**src/rtl/led_sweep_pkg.sv**
```systemverilog
// led_sweep_pkg: shared states, fault codes and end-stop patterns for the LED sweep decoder.
package led_sweep_pkg;
  typedef enum logic [1:0] {SYNC, UP, DOWN, FAULT} sweep_state_t;
  typedef logic [1:0] fault_code_t;
  localparam fault_code_t FC_NONE   = 2'b00;
  localparam fault_code_t FC_ONEHOT = 2'b01;
  localparam fault_code_t FC_STEP   = 2'b10;
  localparam fault_code_t FC_STALL  = 2'b11;
  localparam logic [7:0] LED_BOTTOM = 8'h01;
  localparam logic [7:0] LED_TOP    = 8'h80;
endpackage

```
**src/rtl/led_onehot_enc.sv**
```systemverilog
// led_onehot_enc: combinational index/one-hot/zero classification of an 8-bit LED pattern.
module led_onehot_enc (
  input  logic [7:0] led,
  output logic [2:0] idx,
  output logic       is_onehot,
  output logic       is_zero
);
  always_comb begin
    idx = 3'd0;
    for (int i = 0; i < 8; i++)
      if (led[i]) idx = 3'(i);
  end
  assign is_zero   = led == 8'd0;
  assign is_onehot = !is_zero && ((led & (led - 8'd1)) == 8'd0);
endmodule

```
**src/rtl/led_sweep_decoder.sv**
```systemverilog
// led_sweep_decoder: decodes the bouncing one-hot LED bus into position, direction, sweep count and faults.
// Optional stall detection is enabled by defining LED_STALL_DET_EN.
module led_sweep_decoder
  import led_sweep_pkg::*;
#(
  parameter int CNT_W        = 16,
  parameter int STALL_CYCLES = 100_000_000
) (
  input  logic             clk,
  input  logic             reset_n,
  input  logic [7:0]       led,
  output logic [2:0]       pos,
  output logic             dir,
  output logic             pos_valid,
  output logic             step,
  output logic             sweep_done,
  output logic [CNT_W-1:0] sweep_count,
  output logic             fault,
  output logic [1:0]       fault_code
);
  sweep_state_t     r_state, w_state_n;
  logic [7:0]       r_led_q;
  logic [2:0]       r_pos, w_pos_n;
  logic             r_dir, w_dir_n;
  logic             r_step, w_step_n;
  logic             r_done, w_done_n;
  logic [CNT_W-1:0] r_cnt, w_cnt_n;
  fault_code_t      r_fc, w_fc_n;
  logic [2:0]       w_idx;
  logic             w_onehot, w_zero, w_change, w_bad_pat, w_up_ok, w_dn_ok;
  logic             w_lock_up, w_lock_dn, w_locked, w_stall;
  led_onehot_enc u_enc (
    .led       (led),
    .idx       (w_idx),
    .is_onehot (w_onehot),
    .is_zero   (w_zero)
  );
  assign w_change  = led != r_led_q;
  assign w_bad_pat = w_zero || !w_onehot;
  assign w_up_ok   = w_onehot && (w_idx == r_pos + 3'd1);
  assign w_dn_ok   = w_onehot && (w_idx == r_pos - 3'd1);
  assign w_lock_up = led == LED_BOTTOM;
  assign w_lock_dn = led == LED_TOP;
  assign w_locked  = (r_state == UP) || (r_state == DOWN);
`ifdef LED_STALL_DET_EN
  localparam int SW = $clog2(STALL_CYCLES);
  logic [SW-1:0] r_stall;
  // Restarts on any change or state entry so only a frozen locked pattern accumulates.
  always_ff @(posedge clk)
    if (!reset_n) r_stall <= '0;
    else r_stall <= (w_locked && !w_change && w_state_n == r_state) ? r_stall + 1'b1 : '0;
  assign w_stall = w_locked && (r_stall == SW'(STALL_CYCLES - 1));
`else
  assign w_stall = 1'b0;
`endif
  always_comb begin
    w_state_n = r_state;
    w_pos_n   = r_pos;
    w_dir_n   = r_dir;
    w_step_n  = 1'b0;
    w_done_n  = 1'b0;
    w_cnt_n   = r_cnt;
    w_fc_n    = r_fc;
    case (r_state)
      UP: begin
        if (w_change && w_up_ok) begin
          w_pos_n   = w_idx;
          w_step_n  = 1'b1;
          w_state_n = (w_idx == 3'd7) ? DOWN : UP;
          w_dir_n   = w_idx != 3'd7;
        end else if (w_change || w_stall) begin
          w_state_n = FAULT;
          w_fc_n    = !w_change ? FC_STALL : w_bad_pat ? FC_ONEHOT : FC_STEP;
        end
      end
      DOWN: begin
        if (w_change && w_dn_ok) begin
          w_pos_n   = w_idx;
          w_step_n  = 1'b1;
          w_state_n = (w_idx == 3'd0) ? UP : DOWN;
          w_dir_n   = w_idx == 3'd0;
          w_done_n  = w_idx == 3'd0;
          w_cnt_n   = (w_idx == 3'd0 && r_cnt != '1) ? r_cnt + 1'b1 : r_cnt;
        end else if (w_change || w_stall) begin
          w_state_n = FAULT;
          w_fc_n    = !w_change ? FC_STALL : w_bad_pat ? FC_ONEHOT : FC_STEP;
        end
      end
      default: begin
        if (w_lock_up) begin
          w_state_n = UP;
          w_pos_n   = 3'd0;
          w_dir_n   = 1'b1;
        end else if (w_lock_dn) begin
          w_state_n = DOWN;
          w_pos_n   = 3'd7;
          w_dir_n   = 1'b0;
        end
      end
    endcase
  end
  always_ff @(posedge clk)
    if (!reset_n) begin
      r_state <= SYNC;
      r_led_q <= 8'd0;
      r_pos   <= 3'd0;
      r_dir   <= 1'b1;
      r_step  <= 1'b0;
      r_done  <= 1'b0;
      r_cnt   <= '0;
      r_fc    <= FC_NONE;
    end else begin
      r_state <= w_state_n;
      r_led_q <= led;
      r_pos   <= w_pos_n;
      r_dir   <= w_dir_n;
      r_step  <= w_step_n;
      r_done  <= w_done_n;
      r_cnt   <= w_cnt_n;
      r_fc    <= w_fc_n;
    end
  assign pos         = r_pos;
  assign dir         = r_dir;
  assign pos_valid   = w_locked;
  assign step        = r_step;
  assign sweep_done  = r_done;
  assign sweep_count = r_cnt;
  assign fault       = r_state == FAULT;
  assign fault_code  = r_fc;
endmodule

```
**config.mk**
```make
export PLATFORM = sky130hd
export DESIGN_NAME = led_sweep_decoder
export DESIGN_NICKNAME = d
export VERILOG_FILES = /design/src/rtl/led_sweep_pkg.sv /design/src/rtl/led_onehot_enc.sv /design/src/rtl/led_sweep_decoder.sv
export SDC_FILE = /design/constraint.sdc
export NUM_CORES = 1
export LEC_CHECK = 0
export CORE_AREA = 4 4 60 72
export CTS_BUF_LIST = sky130_fd_sc_hd__clkbuf_8
export DETAILED_ROUTE_END_ITERATION = 16
export DIE_AREA = 0 0 64 76
export PLACE_DENSITY = 0.95
export SYNTH_ARGS = -nofsm -noshare
export SYNTH_HDL_FRONTEND = slang
export SYNTH_HIERARCHICAL = 1
export SYNTH_SLANG_ARGS = --single-unit
```
**constraint.sdc**
```tcl
create_clock -name clk -period 5.87 [get_ports clk]
set_clock_uncertainty 0.15 [all_clocks]
set_input_delay 1.761 -clock clk [delete_from_list [all_inputs] [get_ports clk]]
set_output_delay 1.761 -clock clk [all_outputs]
set_load 0.05 [all_outputs]
```
# [Word level (Yosys, flattened, before mapping)]
# Index checks and enable logic that the tools add are counted.
[totals] register_bits=34 latchBits=0 ramBits=0 rom_bits=0 input_bits=10 out_inout_bits=26 word_cells=80 mem_count=0
[classes] addsub=4 mul=0 n_div=0 magnitude_cmp=0 eq_ne=15 shift=0 mux=33 n_bitwise=1 reduce_logical=19
[ops] op="2-to-1 mux 2 bit" count=13
[ops] op="2-to-1 mux 3 bit" count=8
[ops] op="adder 16 x 1 -> 16 bit, second input constant" count=1
[ops] op="zero test 8 bit" count=2
[ops] op="inequality test 16 bit, second input constant" count=1
[ops] op="AND reduction 3 bit" count=4
[ops] op="AND 8 bit" count=1
[ops] op="== test 8 x 1 -> 1 bit, second input constant" count=1
[ops] op="== test 8 bit, second input constant" count=1
[ops] op="inequality test 8 bit" count=1
[ops] op="case mux 2 bit (2 select lines)" count=2
[ops] op="subtractor 8 x 1 -> 8 bit, second input constant" count=1
[ops] op="2-to-1 mux 1 bit" count=7
[ops] op="== test 3 bit" count=2
[ops] op="logical AND 1 bit" count=6
[ops] op="case mux 3 bit (2 select lines)" count=1
[ops] op="== test 2 bit, second input constant" count=2
[ops] op="inequality test 2 x 1 -> 1 bit, second input constant" count=2
[ops] op="inequality test 2 bit, second input constant" count=2
[ops] op="case mux 1 bit (2 select lines)" count=2
[ops] op="nonzero test 4 bit" count=1
[ops] op="adder 3 x 1 -> 3 bit, second input constant" count=1
[ops] op="== test 3 bit, second input constant" count=1
[ops] op="zero test 3 bit" count=1
[ops] op="6 further kinds" count=8

# [Logic depth before layout (Yosys ltp)]
[depth] ltp_word=12 depth_mapped=11

# [By module]
# The synthesis kept the hierarchy.
[modules_own_cells] mod="led_sweep_decoder" n_inst=1 cells_each=210 area_each_um2=1945.6 seq_area_each_um2=680.7
[modules_own_cells] mod="led_onehot_enc" n_inst=1 cells_each=19 area_each_um2=128.9 seq_area_each_um2=0.0

# [Worst setup path before layout]
# No wires, ideal clock.
[synth_timing] path_kind="input port to flip-flop" start="in led[1]" end="reg r_cnt[11] (netlist: sweep_count[11])" setup_time_ps=70 arrival_time_ps=3661 t_required_ps=5650 slack_ps=1988 stages=10 path_cell_list="or2b_1 > a21oi_1 > nor2_1 > o21bai_1 > xor2_1 > and4_1 > o211ai_2 > buf_6 > or4_1 > a21oi_1"
[synth_between] elab_chain_cells=11 elab_cells_between_ends=20 classes_between="1 x add/sub; 2 x eq/ne; 7 x mux; 1 x bitwise; 9 x reduce/logical"
[synth_lines] item="start: declaration" line="led_sweep_decoder.sv:11" source="input logic [7:0] led,"
[synth_lines] item="2-to-1 mux 1 bit (*)" line="led_onehot_enc.sv:11" source="if (led[i]) idx = 3'(i);"
[synth_lines] item="2-to-1 mux 2 bit (*) (2 in a row)" line="led_onehot_enc.sv:11"
[synth_lines] item="2-to-1 mux 3 bit (*) (4 in a row)" line="led_onehot_enc.sv:11"
[synth_lines] item="via w_idx[0]" line="led_sweep_decoder.sv:29" source="logic [2:0] w_idx;"
[synth_lines] item="== test 3 bit" line="led_sweep_decoder.sv:41" source="assign w_dn_ok = w_onehot && (w_idx == r_pos - 3'd1);"
[synth_lines] item="logical AND 1 bit" line="led_sweep_decoder.sv:41"
[synth_lines] item="logical AND 1 bit" line="led_sweep_decoder.sv:77" source="if (w_change && w_dn_ok) begin"
[synth_lines] item="AND reduction 3 bit (no source line) (*)"
[synth_lines] item="end signal: assignment" line="led_sweep_decoder.sv:119" source="r_cnt <= w_cnt_n;"
[synth_lines] item="end: declaration" line="led_sweep_decoder.sv:27" source="logic [CNT_W-1:0] r_cnt, w_cnt_n;"
# Mark *: on every way through the listed nets, which the timed path passes. The rest lies on a longest branch.
# A chain may end at the register's enable or synchronous reset.

# [Final worst setup path]
# Ends and elaborated chain as after synthesis.

==> results.txt <==
The largest stage delay on the critical path is between 0.6 and 0.7 ns. TritonCTS built the clock tree. The number of buffer cells added on primary ports is 35. The number of placement rows came out at 24. For this run, the leading register cell type out of synthesis is sky130_fd_sc_hd__dfxtp_1. The number of global-route vias before repair came out at about 1.9k. The hold violation count in the final report came out at 0. For this run, the number of Yosys warnings is 6. The number of pins exceeding their max-slew limit in the final report is 0. The HPWL after detailed placement is about 3300 um. The H-tree generated during clock tree synthesis spans 2 levels. The total power per unit cell area came out at 336 nW/um^2.

The routed layout has 1,896 vias. The layout has slightly below 300 filler cells. Among all stages on the critical path, the largest delay is contributed by sky130_fd_sc_hd__clkdlybuf4s50_1. The cell that appears most often on the critical path is sky130_fd_sc_hd__a21oi_1. Measured along the x axis, the die boundary spans 64 um.

The number of vias per cell after detailed routing is just over 6. Setup repair after global routing left no endpoint under its margin. The proportion of synthesized chip area in sequential cells is between 30% and 40%. The run finished with clean final reports. Walking the worst path, the cells encountered are clkdlybuf4s50_1, or2b_1, a21oi_1, nor2_1, o21bai_1, xor2_1, and4_1, o211ai_2, or4_1, a21oi_1. The clock transition at the register clock pins on the worst setup and hold paths after CTS is ~0.070 ns. The tree is rooted in a sky130_fd_sc_hd__clkbuf_8.

The tightest min-delay check is of the reg -> reg type. The number of antenna violations at the first check in global routing came to 0. The DRC violation count after routing came out at 0.

The number of clock sinks is 34. The maximum number of pins on one net before global-route repair came out at 30. The synthesized net count is roughly 250. The highest achievable clock rate came out at 205 MHz.

The fraction of synthesis flops using an asynchronous set or reset pin is 0%. The number of clock buffers added by TritonCTS is 5. For the worst-skew pair, the clock arrives at the later sink with an insertion delay of slightly below 0.3 ns.

Adding up every negative setup slack in the final design gives 0 ns. The register-to-register setup slack came out at approximately 3.1 ns. The I/O pin count came out at 36. The relative area change from synthesis to final layout is 20.9%. The count of nets left with antenna violations once routing finished came out at 0. The average instance in the mapped netlist occupies ~9.1 um^2.

The required time reported for the critical path endpoint is just under 6 ns. The post-route fraction of the period consumed by the critical path came out at 83.2%. The maximum fanout along the worst path came out at 29.

The first detailed-routing pass took 4 iterations. Buffers added to address setup during post-CTS repair amount to 0. The initial cell density of the core came out at roughly 57%. The total grt overflow came out at 0. The global placement routability congestion came out at approximately 0.88. The number of instances in the synthesized netlist is about 230.

Counting flops and latches in the post-synthesis netlist gives 34. The cell area that synthesis handed to floorplanning was between 2000 and 2500 um^2. The wire length of the first global-routing pass came out at 8050 um. The maximum count of clock buffers along a single path is 2.

The minimum clock period after layout is 4.89 ns. The wire length after detailed routing is about 4700 um. The number of buffers added to fix hold violations after cts is 0. The number of different library cells in the post-synthesis netlist came out at 61. For this design the static power due to leakage is approximately 0.92 nW. STA puts the critical path data arrival time at approximately 4.9 ns. The class of the most critical setup path is in -> reg. The slew at the pin with the worst max-slew slack is 0.979 ns. The number of max-cap violations came out at 0. The antenna diode count is 0. The share of final-layout standard cells stronger than drive strength 1 came out at between 9 and 10%. Yosys mapped a number of flops with a built-in enable equal to 0. The count of instances resized after the clock tree is built is 0. The relative max-transition margin came out at about 35%. The worst hold path was traced through 2 stages. The worst setup path is launched from a primary input. The worst reg-to-reg path cell count is 7. The global-route usage over all layers is between 20% and 30%.

The total area inside the core boundary comes to roughly 3600 um^2. The largest vdd supply drop came out at 0.174 mV. At the end of the flow the core is filled with cells to just under 70%. In the final routed layout, each cell accounts on average for 15.0 um. The DRC marker count from the first detailed-route iteration is 140. Setup violations remaining at the end of the flow were counted as 0. The type of element capturing the critical path is a register.

From bottom edge to top edge, the die measures between 70 and 80 um. The die area is 4860 um^2. The post-layout net count came out at around 280.
where the power goes:
group | internal [mW] | switching [mW]
logic | 0.162 | 0.238
clock network | 0.0795 | 0.0838
registers | 0.257 | 0.0225
total | 0.499 | 0.344
synthesized netlist by cell type (4+ instances only):
cell type | number | area (um^2)
sky130_fd_sc_hd__mux2i_1 | 4 | 40.0
sky130_fd_sc_hd__and3_1 | 4 | 25.0
sky130_fd_sc_hd__ha_1 | 6 | 75.1
sky130_fd_sc_hd__nand2_1 | 15 | 56.3
sky130_fd_sc_hd__buf_2 | 4 | 20.0
sky130_fd_sc_hd__dfxtp_1 | 34 | 681
sky130_fd_sc_hd__and2_1 | 7 | 43.8
sky130_fd_sc_hd__a21oi_1 | 16 | 80.1
sky130_fd_sc_hd__nand4_1 | 4 | 25.0
sky130_fd_sc_hd__inv_1 | 12 | 45.0
sky130_fd_sc_hd__nor2_1 | 7 | 26.3
sky130_fd_sc_hd__or4_1 | 11 | 82.6
sky130_fd_sc_hd__o21ai_0 | 7 | 35.0
sky130_fd_sc_hd__o31ai_1 | 10 | 75.1
sky130_fd_sc_hd__nor4_1 | 6 | 37.5
sky130_fd_sc_hd__nand3_1 | 9 | 45.0
sky130_fd_sc_hd__xor2_1 | 10 | 87.6
sky130_fd_sc_hd__nand2b_1 | 6 | 37.5
cells by family after synthesis:
family / Yosys count / share of synthesized area, %
and+or+nand+nor: 85 / 25.5
AOI/OAI and AO/OA: 62 / 22.7
DFF: 34 / 32.8
buffers and inverters: 23 / 5.67
xor gates and xnor gates: 15 / 7.72
adders and majority gates: 6 / 3.62
muxes: 4 / 1.93
sequential cells by signal, indices dropped and copies added, names as in the netlist:
signal       flops
sweep_done       1
r_state          2
pos              3
r_led_q          8
dir              1
sweep_count     16
step             1
fault_code       2
final timing paths:
path | start | end
setup / recovery | led[1] | sweep_count[11]$_SDFFE_PN0P_
hold / removal | fault_code[1]$_SDFFE_PN0P_ | fault_code[1]$_SDFFE_PN0P_
setup reg to reg | pos[0]$_SDFFE_PN0P_ | sweep_count[11]$_SDFFE_PN0P_
hold reg to reg | fault_code[1]$_SDFFE_PN0P_ | fault_code[1]$_SDFFE_PN0P_
cell usage in the layout, fill, tap and decap left out, drive strengths merged, types with 5 or more instances in the layout:
master,count
clkdlybuf4s50,35
dfxtp,34
a21oi,16
nand2,15
or4,13
inv,12
xor2,10
o31ai,10
o21ai,10
nand3,9
and2,8
nor2,7
nor4,7
nand2b,6
ha,6
clkbuf,5
and3,5
critical path: cells and delay by family:
| family | cells | cell delay [ns] |
|---|---|---|
| AND/OR/NAND/NOR | 4 | 1.22 |
| AO/OA/AOI/OAI | 4 | 0.96 |
| buffers and inverters | 1 | 0.69 |
| XOR/XNOR | 1 | 0.29 |
final cells by class:
type	count	area (um^2)	area share [%]
inverter	12	45.0	1.80
clock inverter	2	10.0	0.399
sequential	34	681	27.1
timing repair buffer	36	362	14.4
clock buffer	5	68.8	2.74
tap	52	65.1	2.59
multi-input combinational	172	1280	50.9
routing by layer:
layer	up-vias	global-route usage [%]	share of wire [%]
met2	53	34.9	49
li1	929	-	-
met4	0	7.78	1.9
met3	9	4.28	4.3
met1	905	24.1	45
met5	-	0	0
metrics by stage:
step,worst slack (ns),instance area (um^2),hold slack (ns),cells,power [mW]
6_report,0.984,2510,0.343,313,0.844
5_1_grt,0.722,2510,0.354,313,0.892
3_3_place_gp,0.818,2420,0.320,305,0.673
2_1_floorplan,1.99,2070,0.345,229,0.590
3_5_place_dp,0.723,2420,0.329,305,0.682
4_1_cts,1.01,2500,0.344,312,0.846
Power figures use the tool's default switching activity.
